## src/rtl/zeroriscy_arb_pkg.sv

```systemverilog
// Shared types and constants for the two-master data-port arbiter.
// Master 0 is the LSU, master 1 the debug/DMA port.
package zeroriscy_arb_pkg;

  typedef enum logic [1:0] {
    IDLE        = 2'd0,
    WAIT_GNT    = 2'd1,
    WAIT_RVALID = 2'd2
  } arb_state_e;

  localparam logic LSU = 1'b0;
  localparam logic DBG = 1'b1;

  function automatic logic [31:0] lane32(input logic [63:0] packed_v, input logic idx);
    return idx ? packed_v[63:32] : packed_v[31:0];
  endfunction

  function automatic logic [3:0] lane4(input logic [7:0] packed_v, input logic idx);
    return idx ? packed_v[7:4] : packed_v[3:0];
  endfunction

endpackage

```

## src/rtl/zeroriscy_rr_arbiter2.sv

```systemverilog
// Two-way combinational winner selection: round-robin against the last
// granted master, or master 0 always first when fixed_prio is set.
module zeroriscy_rr_arbiter2
  import zeroriscy_arb_pkg::*;
(
  input  logic [1:0] req,
  input  logic       last,
  input  logic       fixed_prio,
  output logic       winner
);

  always_comb begin
    winner = LSU;
    case (req)
      2'b10:   winner = DBG;
      2'b11:   winner = fixed_prio ? LSU : ~last;
      default: winner = LSU;
    endcase
  end

endmodule

```

## src/rtl/zeroriscy_data_arbiter.sv

```systemverilog
// Arbitrates the LSU and debug/DMA masters onto one OBI-style data port
// with at most one outstanding transaction and zero-bubble back-to-back.
module zeroriscy_data_arbiter
  import zeroriscy_arb_pkg::*;
#(
  parameter logic FIXED_PRIO = 1'b0
) (
  input  logic        clk,
  input  logic        rst,
  input  logic [1:0]  m_req_i,
  input  logic [63:0] m_addr_i,
  input  logic [1:0]  m_we_i,
  input  logic [7:0]  m_be_i,
  input  logic [63:0] m_wdata_i,
  output logic [1:0]  m_gnt_o,
  output logic [1:0]  m_rvalid_o,
  output logic [1:0]  m_err_o,
  output logic [31:0] m_rdata_o,
  output logic        data_req_o,
  input  logic        data_gnt_i,
  input  logic        data_rvalid_i,
  input  logic        data_err_i,
  output logic [31:0] data_addr_o,
  output logic        data_we_o,
  output logic [3:0]  data_be_o,
  output logic [31:0] data_wdata_o,
  input  logic [31:0] data_rdata_i,
  output logic        owner_o,
  output logic        busy_o,
  output logic        protocol_err_o,
  output logic [1:0]  state_o
);

  // Handshake: a memory request is accepted in a cycle where data_req_o and
  // data_gnt_i are both high; a master request is accepted when its m_gnt_o
  // bit is high in the same cycle. Responses are single-cycle pulses.

  arb_state_e state_q;
  logic       owner_q;
  logic       last_q;
  logic       protocol_err_q;

  logic       winner;
  logic       arbitrate;
  logic       any_req;
  logic       sel;
  logic       resp;
  logic       accept;
  logic       proto_viol;

  zeroriscy_rr_arbiter2 u_rr (
    .req        (m_req_i),
    .last       (last_q),
    .fixed_prio (FIXED_PRIO),
    .winner     (winner)
  );

  // A response in WAIT_RVALID frees the port, so arbitration can run that cycle.
  assign resp      = (state_q == WAIT_RVALID) && data_rvalid_i;
  assign arbitrate = (state_q == IDLE) || resp;
  assign any_req   = |m_req_i;
  assign sel       = arbitrate ? winner : owner_q;
  assign accept    = data_req_o && data_gnt_i;

  always_comb begin
    data_req_o = 1'b0;
    if (arbitrate) begin
      data_req_o = any_req;
    end else if (state_q == WAIT_GNT) begin
      data_req_o = m_req_i[owner_q];
    end
  end

  always_comb begin
    data_addr_o  = '0;
    data_we_o    = 1'b0;
    data_be_o    = '0;
    data_wdata_o = '0;
    if (data_req_o) begin
      data_addr_o  = lane32(m_addr_i, sel);
      data_we_o    = m_we_i[sel];
      data_be_o    = lane4(m_be_i, sel);
      data_wdata_o = lane32(m_wdata_i, sel);
    end
  end

  always_comb begin
    m_gnt_o    = '0;
    m_rvalid_o = '0;
    m_err_o    = '0;
    if (accept) begin
      m_gnt_o[sel] = 1'b1;
    end
    if (resp) begin
      m_rvalid_o[owner_q] = 1'b1;
      m_err_o[owner_q]    = data_err_i;
    end
  end

  assign proto_viol = (data_rvalid_i && (state_q != WAIT_RVALID)) ||
                      (data_gnt_i && !data_req_o);

  always_ff @(posedge clk or posedge rst) begin
    if (rst) begin
      state_q        <= IDLE;
      owner_q        <= LSU;
      last_q         <= DBG;
      protocol_err_q <= 1'b0;
    end else begin
      if (accept) begin
        last_q <= sel;
      end
      if (proto_viol) begin
        protocol_err_q <= 1'b1;
      end
      case (state_q)
        IDLE, WAIT_RVALID: begin
          if (arbitrate) begin
            if (any_req) begin
              owner_q <= winner;
              state_q <= data_gnt_i ? WAIT_RVALID : WAIT_GNT;
            end else begin
              state_q <= IDLE;
            end
          end
        end
        WAIT_GNT: begin
          // Owner withdrawing before a grant is legal; just release the bus.
          if (!m_req_i[owner_q]) begin
            state_q <= IDLE;
          end else if (data_gnt_i) begin
            state_q <= WAIT_RVALID;
          end
        end
        default: state_q <= IDLE;
      endcase
    end
  end

  assign m_rdata_o      = data_rdata_i;
  assign owner_o        = owner_q;
  assign busy_o         = (state_q != IDLE) || data_req_o;
  assign protocol_err_o = protocol_err_q;
  assign state_o        = state_q;

endmodule

```

## config.mk

```make
export PLATFORM = sky130hd
export DESIGN_NAME = zeroriscy_data_arbiter
export DESIGN_NICKNAME = d
export VERILOG_FILES = /design/src/rtl/zeroriscy_arb_pkg.sv /design/src/rtl/zeroriscy_rr_arbiter2.sv /design/src/rtl/zeroriscy_data_arbiter.sv
export SDC_FILE = /design/constraint.sdc
export NUM_CORES = 1
export LEC_CHECK = 0
export CAP_MARGIN = 20
export CORE_AREA = 4 4 110 112
export CTS_CLUSTER_DIAMETER = 30
export DETAILED_ROUTE_END_ITERATION = 16
export DIE_AREA = 0 0 114 116
export DONT_BUFFER_PORTS = 1
export SETUP_SLACK_MARGIN = 0.05
export SLEW_MARGIN = 20
export SYNTH_ARGS = -nofsm -noshare
export SYNTH_HDL_FRONTEND = slang
export SYNTH_HIERARCHICAL = 1
export SYNTH_SLANG_ARGS = --single-unit
```

## constraint.sdc

```tcl
create_clock -name clk -period 2.55 [get_ports clk]
set_clock_uncertainty 0.2 [all_clocks]
set_input_delay 0.51 -clock clk [delete_from_list [all_inputs] [get_ports clk]]
set_output_delay 0.51 -clock clk [all_outputs]
set_load 0.005 [all_outputs]
```

==> summary.txt <==
Status: completed
Synthesized area: 1910 um2
Drt wl/cell: 18.4 um
Final WS setup: 0.130 ns
Placer Congestion: 0.714
Worst IR Drop VDD: 449 uV
Flop-to-flop setup slack: 0.94 ns
Clock Tree Buf Depth: 2
EDFF count, synth: 0
Reg clk slew, reported paths: 0.03 ns
Sw Ratio: 0.507
DR vias: 2326
Worst hold path type: in -> reg
Crit path launch: last_q
I/O Buffers: 0
Residual DRC: 0
Final hold viol count: 0
Post-Synthesis Cells: 325
First-pass GRT wire length: 10000 um
Die Height: 116 um
Setup violations, final: 0
GRT Resource Usage Total: 0.0913
Area contributors post-synth: a21oi_1, nand3_1, buf_4, o21ai_1, o21ai_0
Final Cycle Share: 0.949
Fin Setup TNS: 0 ns
FF-to-FF End: last_q
Vias in the first global route: 1896
Syn Nets: 502
Main synth FF type: dfrtp_1
Num rows: 39
Worst slack at placement: 0.239 ns
Final ANT Viol Nets: 0
1st-pass router iterations: 6
P_int: 581 uW
Synth Register Bits: 5
Share of layout cells above drive strength 1: 0.120
Synthesized area per cell: 5.89 um2
Required time worst endpoint: 1.84 ns
Depth of the CTS H-tree: 1
Ant. Diodes: 0
Slew Limit Fails: 0
R2r worst-path depth: 6
Clock Latency Late Sink: 0.23 ns
P_sw: 598 uW
Fmax: 413 MHz
CP Max Fanout: 40
Core outline area: 11200 um2
P&R area growth vs syn: -0.981%
Leak Pwr: 0.644 nW
Crit. End Element: output port
Post-Route WL: 7670 um
Root buffer cell: clkbuf_16
Power per standard cell area: 622 nW/um2
CTS tree: done
Post-synth top area share: 0.183
Setup crit start kind: register
Sequential share of the synthesized area: 0.0661
Initial Utilization: 0.170
Final #Nets: 452
CTS sink count: 5
I/O Pins: 290
Logic pwr share: 0.681
Synth warnings: 6
Synth cell types: 36
Worst r2r src: last_q
Grt ovf: 0
Cell taking the most area after synthesis: a21oi_1
CTS buffer count: 3
Area of the die: 13200 um2
Antenna violations before repair: 0
Detail Placement HPWL: 5770 um
Post-CTS setup buffers: 0
Synth async-reset ratio: 1.00
Worst setup path end: data_wdata_o[13]
Die Wd: 114 um
Initial drt markers: 141
Pin count of the biggest net entering global routing: 70
Clock power share: 0.219
Tmin final: 2.42 ns
Most frequent cells after synthesis: a21oi_1, nand3_1, o21ai_1
Vias per cell: 5.58
Arrival time at the worst endpoint: 1.71 ns
Max cap viols: 0
RSZ-0062 raised after global routing: yes
Crit Path Class: reg -> out
Seq pwr share: 0.100
==> worst min-delay path by stage <==
| stage | startpoint | end | slack (ns) | cells past startpoint |
|---|---|---|---|---|
| final | data_gnt_i | state_o[0] | 0.15 | 1 |
| after global routing | data_gnt_i | state_o[0] | 0.14 | 1 |
| after CTS | data_gnt_i | state_o[0] | 0.14 | 1 |
| after detailed placement | rst | state_o[0] | 0.11 | 1 |
| after global placement | rst | state_o[0] | 0.11 | 1 |
| after floorplan | rst | owner_o | 0.09 | 1 |
==> per-layer routing <==
layer	GRT usage	vias up	routed length, um
li1	-	1035	-
met5	0	-	0
met3	0.0240	16	917
met1	0.117	1070	2910
met2	0.157	205	3770
met4	0.0143	0	80
==> timing repair <==
item	in CTS	in global routing
hold buffers	1	0
endpoints found under the setup margin	0	48
gates resized for setup	0	6
hold endpoints to repair	4	0
==> area by class of cell <==
class,instances,area [um2]
well taps,143,179
clock buffers,4,78.8
flip-flops and latches,5,128
multi-input cells,246,1310
fillers,1291,9330
inverters,4,15.0
repair buffers,15,181
==> cells in the final DEF, fill, tap and decap left out, types with 3 or more instances in the layout <==
cell       synthesis  routed
o21ai_1           51      51
nor3_1             4       4
nand3_1           70      70
buf_12             0       3
dfrtp_1            4       3
nand2_1            5       5
a21oi_1           70      68
clkbuf_16          0       4
o21ai_0           21      21
buf_6              8       3
nor2_1             5       5
buf_4             35       7
==> stage by stage <==
stage | instance area (um2) | utilization | instances | total power, mW | hold slack (ns)
final | 1890 | 0.169 | 417 | 1.18 | 0.146
after global routing | 1890 | 0.169 | 417 | 1.28 | 0.142
after CTS | 1850 | 0.165 | 416 | 1.15 | 0.142
after detailed placement | 1760 | 0.157 | 411 | 0.885 | 0.110
after global placement | 1760 | 0.157 | 411 | 0.875 | 0.113
after floorplan | 1910 | - | 325 | 0.794 | 0.0878
==> critical path, stage by stage, from the launching register on <==
cell and delay, ns:
dfstp_2 0.52, o21ai_1 0.05, and2_1 0.18, and3_4 0.19, buf_12 0.16, o21ai_0 0.25
a21oi_2 0.11
==> state kept, by name (all words and copies together) (netlist names) <==
name and flops:
last_q 1, protocol_err_o 1, state_o 2, owner_o 1
==> logic make-up after synthesis <==
kind of cell	Yosys count	synth area share
compound gates	148	0.401
buf+inv	74	0.256
flops	5	0.0661
mux	2	0.0111
other cells	1	0.00196
simple gates	95	0.264
==> power by group through the flow <==
stage	Clock [mW]	Combinational (mW)	Sequential [mW]
5_1_grt	0.266	0.890	0.121
3_3_place_gp	0	0.757	0.117
2_1_floorplan	0	0.683	0.111
6_report	0.258	0.803	0.118
4_1_cts	0.263	0.770	0.117
3_5_place_dp	0	0.767	0.118
Note: power is estimated with default switching activity, not from simulation.
